`src/rtl/bf_candidate_engine.sv`:
```
// Brute-force candidate engine: enumerates NUM_CHARS-symbol words over ALPHABET symbols,
// first symbol restricted to [from, to], offered on a valid/ready stream and compared to a target.
module bf_candidate_engine #(
   parameter int NUM_CHARS = 4,
   parameter int ALPHABET  = 36,
   parameter int SYM_W     = 6,
   parameter int CNT_W     = 32
) (
   input  logic                       clk,
   input  logic                       rst,
   input  logic                       start,
   input  logic                       abort,
   input  logic [NUM_CHARS*SYM_W-1:0] target,
   input  logic [SYM_W-1:0]           from,
   input  logic [SYM_W-1:0]           to,
   output logic [NUM_CHARS*SYM_W-1:0] cand,
   output logic                       cand_valid,
   input  logic                       cand_ready,
   output logic                       busy,
   output logic                       found,
   output logic                       done,
   output logic [NUM_CHARS*SYM_W-1:0] match,
   output logic [CNT_W-1:0]           count
);

   localparam int WORD_W = NUM_CHARS * SYM_W;

   localparam logic [2:0] ST_IDLE      = 3'd0;
   localparam logic [2:0] ST_RUN       = 3'd1;
   localparam logic [2:0] ST_HIT       = 3'd2;
   localparam logic [2:0] ST_EXHAUSTED = 3'd3;
   localparam logic [2:0] ST_ABORTED   = 3'd4;

   localparam logic [SYM_W-1:0] SYM_MAX   = SYM_W'(ALPHABET - 1);
   localparam logic [SYM_W-1:0] SYM_ONE   = SYM_W'(1);
   localparam logic [SYM_W:0]   SYM_LIMIT = (SYM_W + 1)'(ALPHABET);
   localparam logic [CNT_W-1:0] CNT_ONE   = CNT_W'(1);

   logic [2:0]        state_r;
   logic [WORD_W-1:0] cand_r;
   logic [WORD_W-1:0] target_r;
   logic [SYM_W-1:0]  to_r;
   logic [WORD_W-1:0] match_r;
   logic [CNT_W-1:0]  count_r;
   logic              found_r;
   logic              done_r;
   logic              cand_valid_r;
   logic              busy_r;

   logic [WORD_W-1:0] next_cand_s;
   logic [WORD_W-1:0] last_cand_s;
   logic [WORD_W-1:0] start_cand_s;
   logic [SYM_W-1:0]  sym_s;
   logic              carry_s;
   logic              range_bad_s;
   logic              hs_s;

   assign cand       = cand_r;
   assign cand_valid = cand_valid_r;
   assign busy       = busy_r;
   assign found      = found_r;
   assign done       = done_r;
   assign match      = match_r;
   assign count      = count_r;

   assign hs_s         = cand_valid_r & cand_ready;
   assign last_cand_s  = {to_r, {(NUM_CHARS - 1){SYM_MAX}}};
   assign start_cand_s = {from, {((NUM_CHARS - 1) * SYM_W){1'b0}}};
   assign range_bad_s  = (from > to) || ({1'b0, to} >= SYM_LIMIT);

   // Odometer increment: symbol slice 0 (LSBs) is the last symbol and changes fastest.
   always_comb begin
      next_cand_s = cand_r;
      carry_s     = 1'b1;
      sym_s       = '0;
      for (int i = 0; i < NUM_CHARS; i++) begin
         sym_s = cand_r[i*SYM_W +: SYM_W];
         if (carry_s) begin
            if (sym_s == SYM_MAX) begin
               next_cand_s[i*SYM_W +: SYM_W] = {SYM_W{1'b0}};
            end else begin
               next_cand_s[i*SYM_W +: SYM_W] = sym_s + SYM_ONE;
               carry_s = 1'b0;
            end
         end else begin
            next_cand_s[i*SYM_W +: SYM_W] = sym_s;
         end
      end
   end

   // Search control: start/abort handling, handshake accounting and result capture.
   always_ff @(posedge clk or posedge rst) begin
      if (rst) begin
         state_r      <= ST_IDLE;
         cand_r       <= '0;
         target_r     <= '0;
         to_r         <= '0;
         match_r      <= '0;
         count_r      <= '0;
         found_r      <= 1'b0;
         done_r       <= 1'b0;
         cand_valid_r <= 1'b0;
         busy_r       <= 1'b0;
      end else begin
         case (state_r)
            ST_RUN: begin
               if (hs_s) begin
                  count_r <= count_r + CNT_ONE;
                  // A hit outranks both exhaustion and a concurrent abort.
                  if (cand_r == target_r) begin
                     match_r      <= cand_r;
                     found_r      <= 1'b1;
                     done_r       <= 1'b1;
                     state_r      <= ST_HIT;
                     cand_valid_r <= 1'b0;
                     busy_r       <= 1'b0;
                  end else if (cand_r == last_cand_s) begin
                     done_r       <= 1'b1;
                     state_r      <= ST_EXHAUSTED;
                     cand_valid_r <= 1'b0;
                     busy_r       <= 1'b0;
                  end else begin
                     cand_r <= next_cand_s;
                     if (abort) begin
                        done_r       <= 1'b1;
                        state_r      <= ST_ABORTED;
                        cand_valid_r <= 1'b0;
                        busy_r       <= 1'b0;
                     end
                  end
               end else if (abort) begin
                  done_r       <= 1'b1;
                  state_r      <= ST_ABORTED;
                  cand_valid_r <= 1'b0;
                  busy_r       <= 1'b0;
               end
            end
            ST_IDLE, ST_HIT, ST_EXHAUSTED, ST_ABORTED: begin
               if (start) begin
                  target_r <= target;
                  to_r     <= to;
                  found_r  <= 1'b0;
                  count_r  <= '0;
                  cand_r   <= start_cand_s;
                  if (range_bad_s) begin
                     done_r       <= 1'b1;
                     state_r      <= ST_EXHAUSTED;
                     cand_valid_r <= 1'b0;
                     busy_r       <= 1'b0;
                  end else begin
                     done_r       <= 1'b0;
                     state_r      <= ST_RUN;
                     cand_valid_r <= 1'b1;
                     busy_r       <= 1'b1;
                  end
               end
            end
            default: begin
               state_r      <= ST_IDLE;
               cand_valid_r <= 1'b0;
               busy_r       <= 1'b0;
            end
         endcase
      end
   end

endmodule
```
`config.mk`:
```
export PLATFORM = sky130hd
export DESIGN_NAME = bf_candidate_engine
export DESIGN_NICKNAME = d
export VERILOG_FILES = /design/src/rtl/bf_candidate_engine.sv
export SDC_FILE = /design/constraint.sdc
export NUM_CORES = 1
export LEC_CHECK = 0
export CAP_MARGIN = 20
export CORE_UTILIZATION = 47
export DETAILED_ROUTE_END_ITERATION = 6
export GPL_ROUTABILITY_DRIVEN = 0
export PLACE_DENSITY = 0.77
export SETUP_SLACK_MARGIN = 0.5
export SLEW_MARGIN = 25
export SYNTH_ARGS = -nofsm -noshare
export SYNTH_HDL_FRONTEND = slang
export SYNTH_SLANG_ARGS = --single-unit
export TNS_END_PERCENT = 5
```
`constraint.sdc`:
```
create_clock -name clk -period 3.95 [get_ports clk]
set_input_delay 0.79 -clock clk [delete_from_list [all_inputs] [get_ports clk]]
set_output_delay 0.79 -clock clk [all_outputs]
set_load 0.01 [all_outputs]
```
==> results of run 1 <==
[report_power, final]
part           internal, mW  total [mW]  switching (mW)
registers              1.44        1.78           0.337
logic                 0.608        1.43           0.823
clock network          1.04        1.57           0.535
[cell usage in the layout (no fill, tap or decap), drive strengths merged, types with 6 or more instances in the layout]
| cell type | netlist | layout |
|---|---|---|
| o211ai | 8 | 8 |
| nand3 | 29 | 29 |
| nor3 | 13 | 13 |
| xnor2 | 22 | 22 |
| nor4 | 16 | 16 |
| and3 | 9 | 9 |
| and4 | 6 | 6 |
| a21oi | 11 | 11 |
| nor2 | 42 | 42 |
| nand2 | 116 | 116 |
| o21ai | 18 | 18 |
| inv | 25 | 24 |
| xor2 | 35 | 35 |
| or3 | 6 | 6 |
| dfrtp | 117 | 117 |
| ha | 11 | 11 |
| buf | 11 | 6 |
| clkdlybuf4s50 | 0 | 124 |
| or4 | 6 | 6 |
| mux2 | 26 | 26 |
| clkbuf | 24 | 23 |
| nand4 | 13 | 13 |
[layer usage]
layer	track usage, %	vias to the layer above	wire length, µm
li1	-	2448	-
met1	31.3	2653	6690
met2	41.6	235	7880
met3	5.39	26	1020
met4	11.1	0	248
met5	0	-	0
[tightest hold or removal path, stage by stage (launching register included)]
cell and delay (ns):
dfrtp_1 0.35, nand2_1 0.05, nand2_1 0.06
[state kept, by name (all words and copies together), names as in the netlist]
| signal | flops |
|---|---|
| count | 32 |
| cand | 24 |
| match | 24 |
| target_r | 24 |
| to_r | 6 |
| state_r | 3 |
| busy | 1 |
| cand_valid | 1 |
| done | 1 |
| found | 1 |
[area by class of cell]
class | count | area [µm²]
inverter | 25 | 97.6
fill | 1008 | 4590
clock inverter | 9 | 125
sequential | 117 | 2930
timing repair buffer | 130 | 1300
clock buffer | 23 | 478
tap | 172 | 215
multi-input combinational | 455 | 2940
[per-stage QoR]
step / area, µm² / setup WS, ns / hold slack, ns / util [%] / power [mW]
2_1_floorplan: 6110 / 1.57 / 0.465 / - / 2.69
3_3_place_gp: 7470 / 0.915 / 0.479 / 59.0 / 3.14
3_5_place_dp: 7480 / 0.842 / 0.483 / 59.0 / 3.20
4_1_cts: 8080 / 0.985 / 0.496 / 63.8 / 4.79
5_1_grt: 8080 / 0.796 / 0.509 / 63.8 / 5.04
6_report: 8080 / 1.03 / 0.492 / 63.8 / 4.78
[kinds of logic (layout without fill, tap and decap cells)]
group | after synthesis | after routing
flip-flops | 117 | 117
multiplexers | 30 | 30
AND/OR/NAND/NOR | 272 | 272
XOR/XNOR | 57 | 57
buffers and inverters | 60 | 187
AO/OA/AOI/OAI | 85 | 85
adder cells (fa/ha/maj) | 11 | 11
[path summary, 6_finish.rpt]
kind	startpoint	end	slack (ns)	depth (start not counted)
worst min register to register	target_r[1]$_DFFE_PP0P_	target_r[1]$_DFFE_PP0P_	0.49	2
worst min-delay path	target_r[1]$_DFFE_PP0P_	target_r[1]$_DFFE_PP0P_	0.49	2
worst max-delay path	cand[1]$_DFFE_PP0P_	match[14]$_DFFE_PP0P_	1.03	6
min in group asynchronous	rst	found$_DFFE_PP0P_	0.85	2
worst max register to register	cand[1]$_DFFE_PP0P_	match[14]$_DFFE_PP0P_	1.03	6
max in group asynchronous	rst	to_r[0]$_DFFE_PP0P_	2.26	3
==> reports/results.tsv, run 1 <==
metric	value	unit
outcome	finished clean	
slowest cell on the critical path	dfrtp_1	
Mapped Area	6110	µm²
detailed-placement wirelength estimate	11100	µm
post-route ant nets	0	
Max transition margin	48.3	%
Crit Path Max Fanout	25	
critical path required time	4.24	ns
CTS clock-pin slew for the worst setup and hold paths	0.05	ns
Synth Net Count	684	
fmax	0.343	GHz
number of synthesis warnings	0	
core area	12700	µm²
final cycle utilization of the critical path	73.9	%
Post-synth top flop	dfrtp_1	
Site Rows	41	
final hold violation count	0	
DR iter-0 viols	459	
fin crit period	2.92	ns
Synth top area share	47.9	%
max cap viols	0	
Yosys top cell by area	dfrtp_1	
RSZ-0062 raised after global routing	false	
Post-Synth Simple-Gate Area	21.9	%
Post-CTS Resized	0	
Setup-failing EPs final	0	
root buf cell	clkbuf_16	
PwrDens	591	nW/µm²
Slew Viols, Final	0	
Max Clock Skew	0.00696	ns
critical path type	reg -> reg	
Avg Cell Area, Syn	9.67	µm²
Clock Path Buffers	2	
non-filler cells in the finished layout	931	
nets	798	
Layout area overhead	32.3	%
CTS Sinks	117	
HP Class	reg -> reg	
CTS Buf Count	17	
Startpoint Class	register	
FF+latch count, synth	117	
DR pass1 iterations	5	
Worst path max stage delay	0.49	ns
Detailed Route WL	15800	µm
Buf/Inv on CP	0	
crit-path cells	xor2_1, nor4_1, nand4_1, nor2_2, nand2_2, mux2_2	
Via density	5.76	
placed instance count	899	
top post-synthesis cells by count	dfrtp_1, nand2_1, nor2_1	
Synth area leaders	dfrtp_1, nand2_1, xor2_1	
DRC	0	
Compound-Gate Fraction of Synth Area	10.2	%
Clock Latency Late Sink	0.41	ns
critical path endpoint category	register	
Port Buf Inserts	124	
initial antenna violation count	0	
H-tree lvl count	4	
largest net degree at the start of global routing	59	
Seq/Total Area, Yosys	47.9	%
Synth Area in XOR/XNOR	8.17	%
Post-Synth Adder-Cell Area	2.25	%
async set-reset flop share out of synthesis	100	%
crit path DAT	3.21	ns
number of global-route vias before repair	5296	
TNS Setup	0	ns
CTS tree	yes	
die area	13500	µm²
# hold bufs at CTS	0	
starting density of the core	48.2	%
global route overflow	0	
most frequent cell after synthesis	dfrtp_1	
routed len/inst	17.0	µm
Max IR drop VDD	0.329	mV
Die Y	116	µm
Netlist cell types	63	
postcts setup bufs	0	
routed vias	5362	
fraction of layout instances using a drive strength above 1	10.4	%
first-pass GRT wire length	25800	µm
GRT Util Overall	25.0	%
cell family with most CP delay	simple AND/OR/NAND/NOR gates	
post-synthesis mux area share	5.51	%
Die Span X	116	µm
EDFF count, synth	0	
largest family of logic cells by synthesized area	simple AND/OR/NAND/NOR gates	
n_diodes	0	
slew of the pin with the lowest slew margin	0.772	ns
num ports	125	
leak pwr	3.59	nW
Cells after Synth	632	
(Power assumes the default switching activity.)
==> run 2, diff against run 1 <==
==> constraint.sdc (replaced) <==
create_clock -name clk -period 2.3 [get_ports clk]
set_input_delay 0.46 -clock clk [delete_from_list [all_inputs] [get_ports clk]]
set_output_delay 0.46 -clock clk [all_outputs]
set_load 0.01 [all_outputs]
==> reports/results.tsv, run 2 (synthesis gave the netlist of run 1 again) <==
metric	value	unit
fin crit period	2.31	ns
most common cell after layout, fill and taps aside	nand2_1	
Port Buf Inserts	124	
Max IR drop VDD	0.534	mV
most frequent cells in the layout	nand2_1, dfrtp_1, buf_4	
Slew Viols, Final	0	
Layout area overhead	56.1	%
leak pwr	5.39	nW
Clock Path Buffers	2	
Max Clock Skew	0.00642	ns
post-route ant nets	0	
num ports	125	
fmax	0.433	GHz
final hold violation count	0	
largest net degree at the start of global routing	63	
post-route total power	8.62	mW
DR pass1 iterations	6	
Crit Path Max Fanout	3	
initial antenna violation count	0	
TNS Setup	-0.00813	ns
starting density of the core	48.2	%
Util after Layout	75.3	%
detailed-placement wirelength estimate	11800	µm
fraction of layout instances using a drive strength above 1	29.4	%
critical path required time	2.60	ns
number of global-route vias before repair	5741	
Via density	5.74	
CTS tree	yes	
slew of the pin with the lowest slew margin	0.458	ns
nets	888	
crit path DAT	2.61	ns
root buf cell	clkbuf_16	
pre-CTS setup slack	-0.351	ns
n_diodes	0	
Site Rows	41	
hold_ws	0.493	ns
Startpoint Class	register	
max reg flops	32	
Setup-failing EPs final	1	
final cycle utilization of the critical path	100	%
Die Y	116	µm
max cap viols	0	
DRC	0	
failing checks	setup timing	
CTS Sinks	117	
Max transition margin	69.5	%
Detailed Route WL	18800	µm
routed len/inst	18.4	µm
Final WS setup	-0.00813	ns
Die Span X	116	µm
# hold bufs at CTS	0	
GRT Util Overall	27.2	%
die area	13500	µm²
outcome	finished, violations left	
CTS Buf Count	17	
Clock Latency Late Sink	0.42	ns
HP Class	reg -> reg	
PwrDens	904	nW/µm²
global route overflow	0	
core area	12700	µm²
first-pass GRT wire length	27900	µm
RSZ-0062 raised after global routing	true	
CTS clock-pin slew for the worst setup and hold paths	0.05	ns
DR iter-0 viols	415	
critical path endpoint category	register	
H-tree lvl count	4	
critical path type	reg -> reg	
routed vias	5847	
==> run 2: cell count changes in the layout (fill, tap and decap cells not counted), moves of 8 or more <==
| cell | previous run | this run |
|---|---|---|
| dfrtp_2 | 0 | 20 |
| nor4_1 | 16 | 5 |
| dlymetal6s2s_1 | 0 | 63 |
| nand3_1 | 29 | 21 |
| clkdlybuf4s50_1 | 124 | 60 |
| buf_4 | 5 | 67 |
| buf_6 | 0 | 19 |
| dfrtp_1 | 117 | 97 |
==> run 2: timing repair <==
item | in CTS | in global routing
endpoints found under the setup margin | 146 | 181
gates resized for setup | 25 | 185
buffers inserted | 7 | 5
pin swaps | 14 | 60
gates cloned | 0 | 1
==> run 2: critical path, cell delays in order (launching register included) <==
cell and delay [ns]:
dfrtp_2 0.40, ha_4 0.15, nor4b_4 0.23, nand4_1 0.21
buf_4 0.20, or4_4 0.49, o21a_4 0.23, mux2_4 0.29
==> run 2: worst paths after layout <==
path,startpoint,slack (ns),endpoint,depth (start not counted)
setup / recovery,cand[1]$_DFFE_PP0P_,-0.008,cand[19]$_DFFE_PP0P_,7
hold / removal,target_r[11]$_DFFE_PP0P_,0.49,target_r[11]$_DFFE_PP0P_,2
setup reg to reg,cand[1]$_DFFE_PP0P_,-0.008,cand[19]$_DFFE_PP0P_,7
hold reg to reg,target_r[11]$_DFFE_PP0P_,0.49,target_r[11]$_DFFE_PP0P_,2
max in group asynchronous,rst,1.48,cand[14]$_DFFE_PP0P_,3
min in group asynchronous,rst,0.50,match[3]$_DFFE_PP0P_,3
==> run 2: final cells by class <==
cell class	instances	area [µm²]
Clock inverter	6	32.5
Tap cell	172	215
Multi-Input combinational cell	455	3460
Sequential cell	117	2950
Fill cell	811	3130
Clock buffer	23	468
Inverter	25	97.6
Timing Repair Buffer	220	2310
==> run 2: metrics by stage <==
stage,instances,instance area [µm²]
2_1_floorplan,632,6130
3_3_place_gp,976,8120
3_5_place_dp,976,8120
4_1_cts,1012,8800
5_1_grt,1018,9540
6_report,1018,9540
==> run 2: power by group <==
| part | internal (mW) | switching (mW) |
|---|---|---|
| clock | 1.40 | 0.892 |
| combinational | 1.50 | 1.90 |
| sequential | 2.49 | 0.444 |
==> run 2: metal layers <==
metal	share of wire, %	track usage (%)	up-vias
li1	-	-	2632
met1	39	33.4	2883
met2	52	46.2	270
met3	6.4	6.33	62
met4	3.2	11.5	0
met5	0	0	-
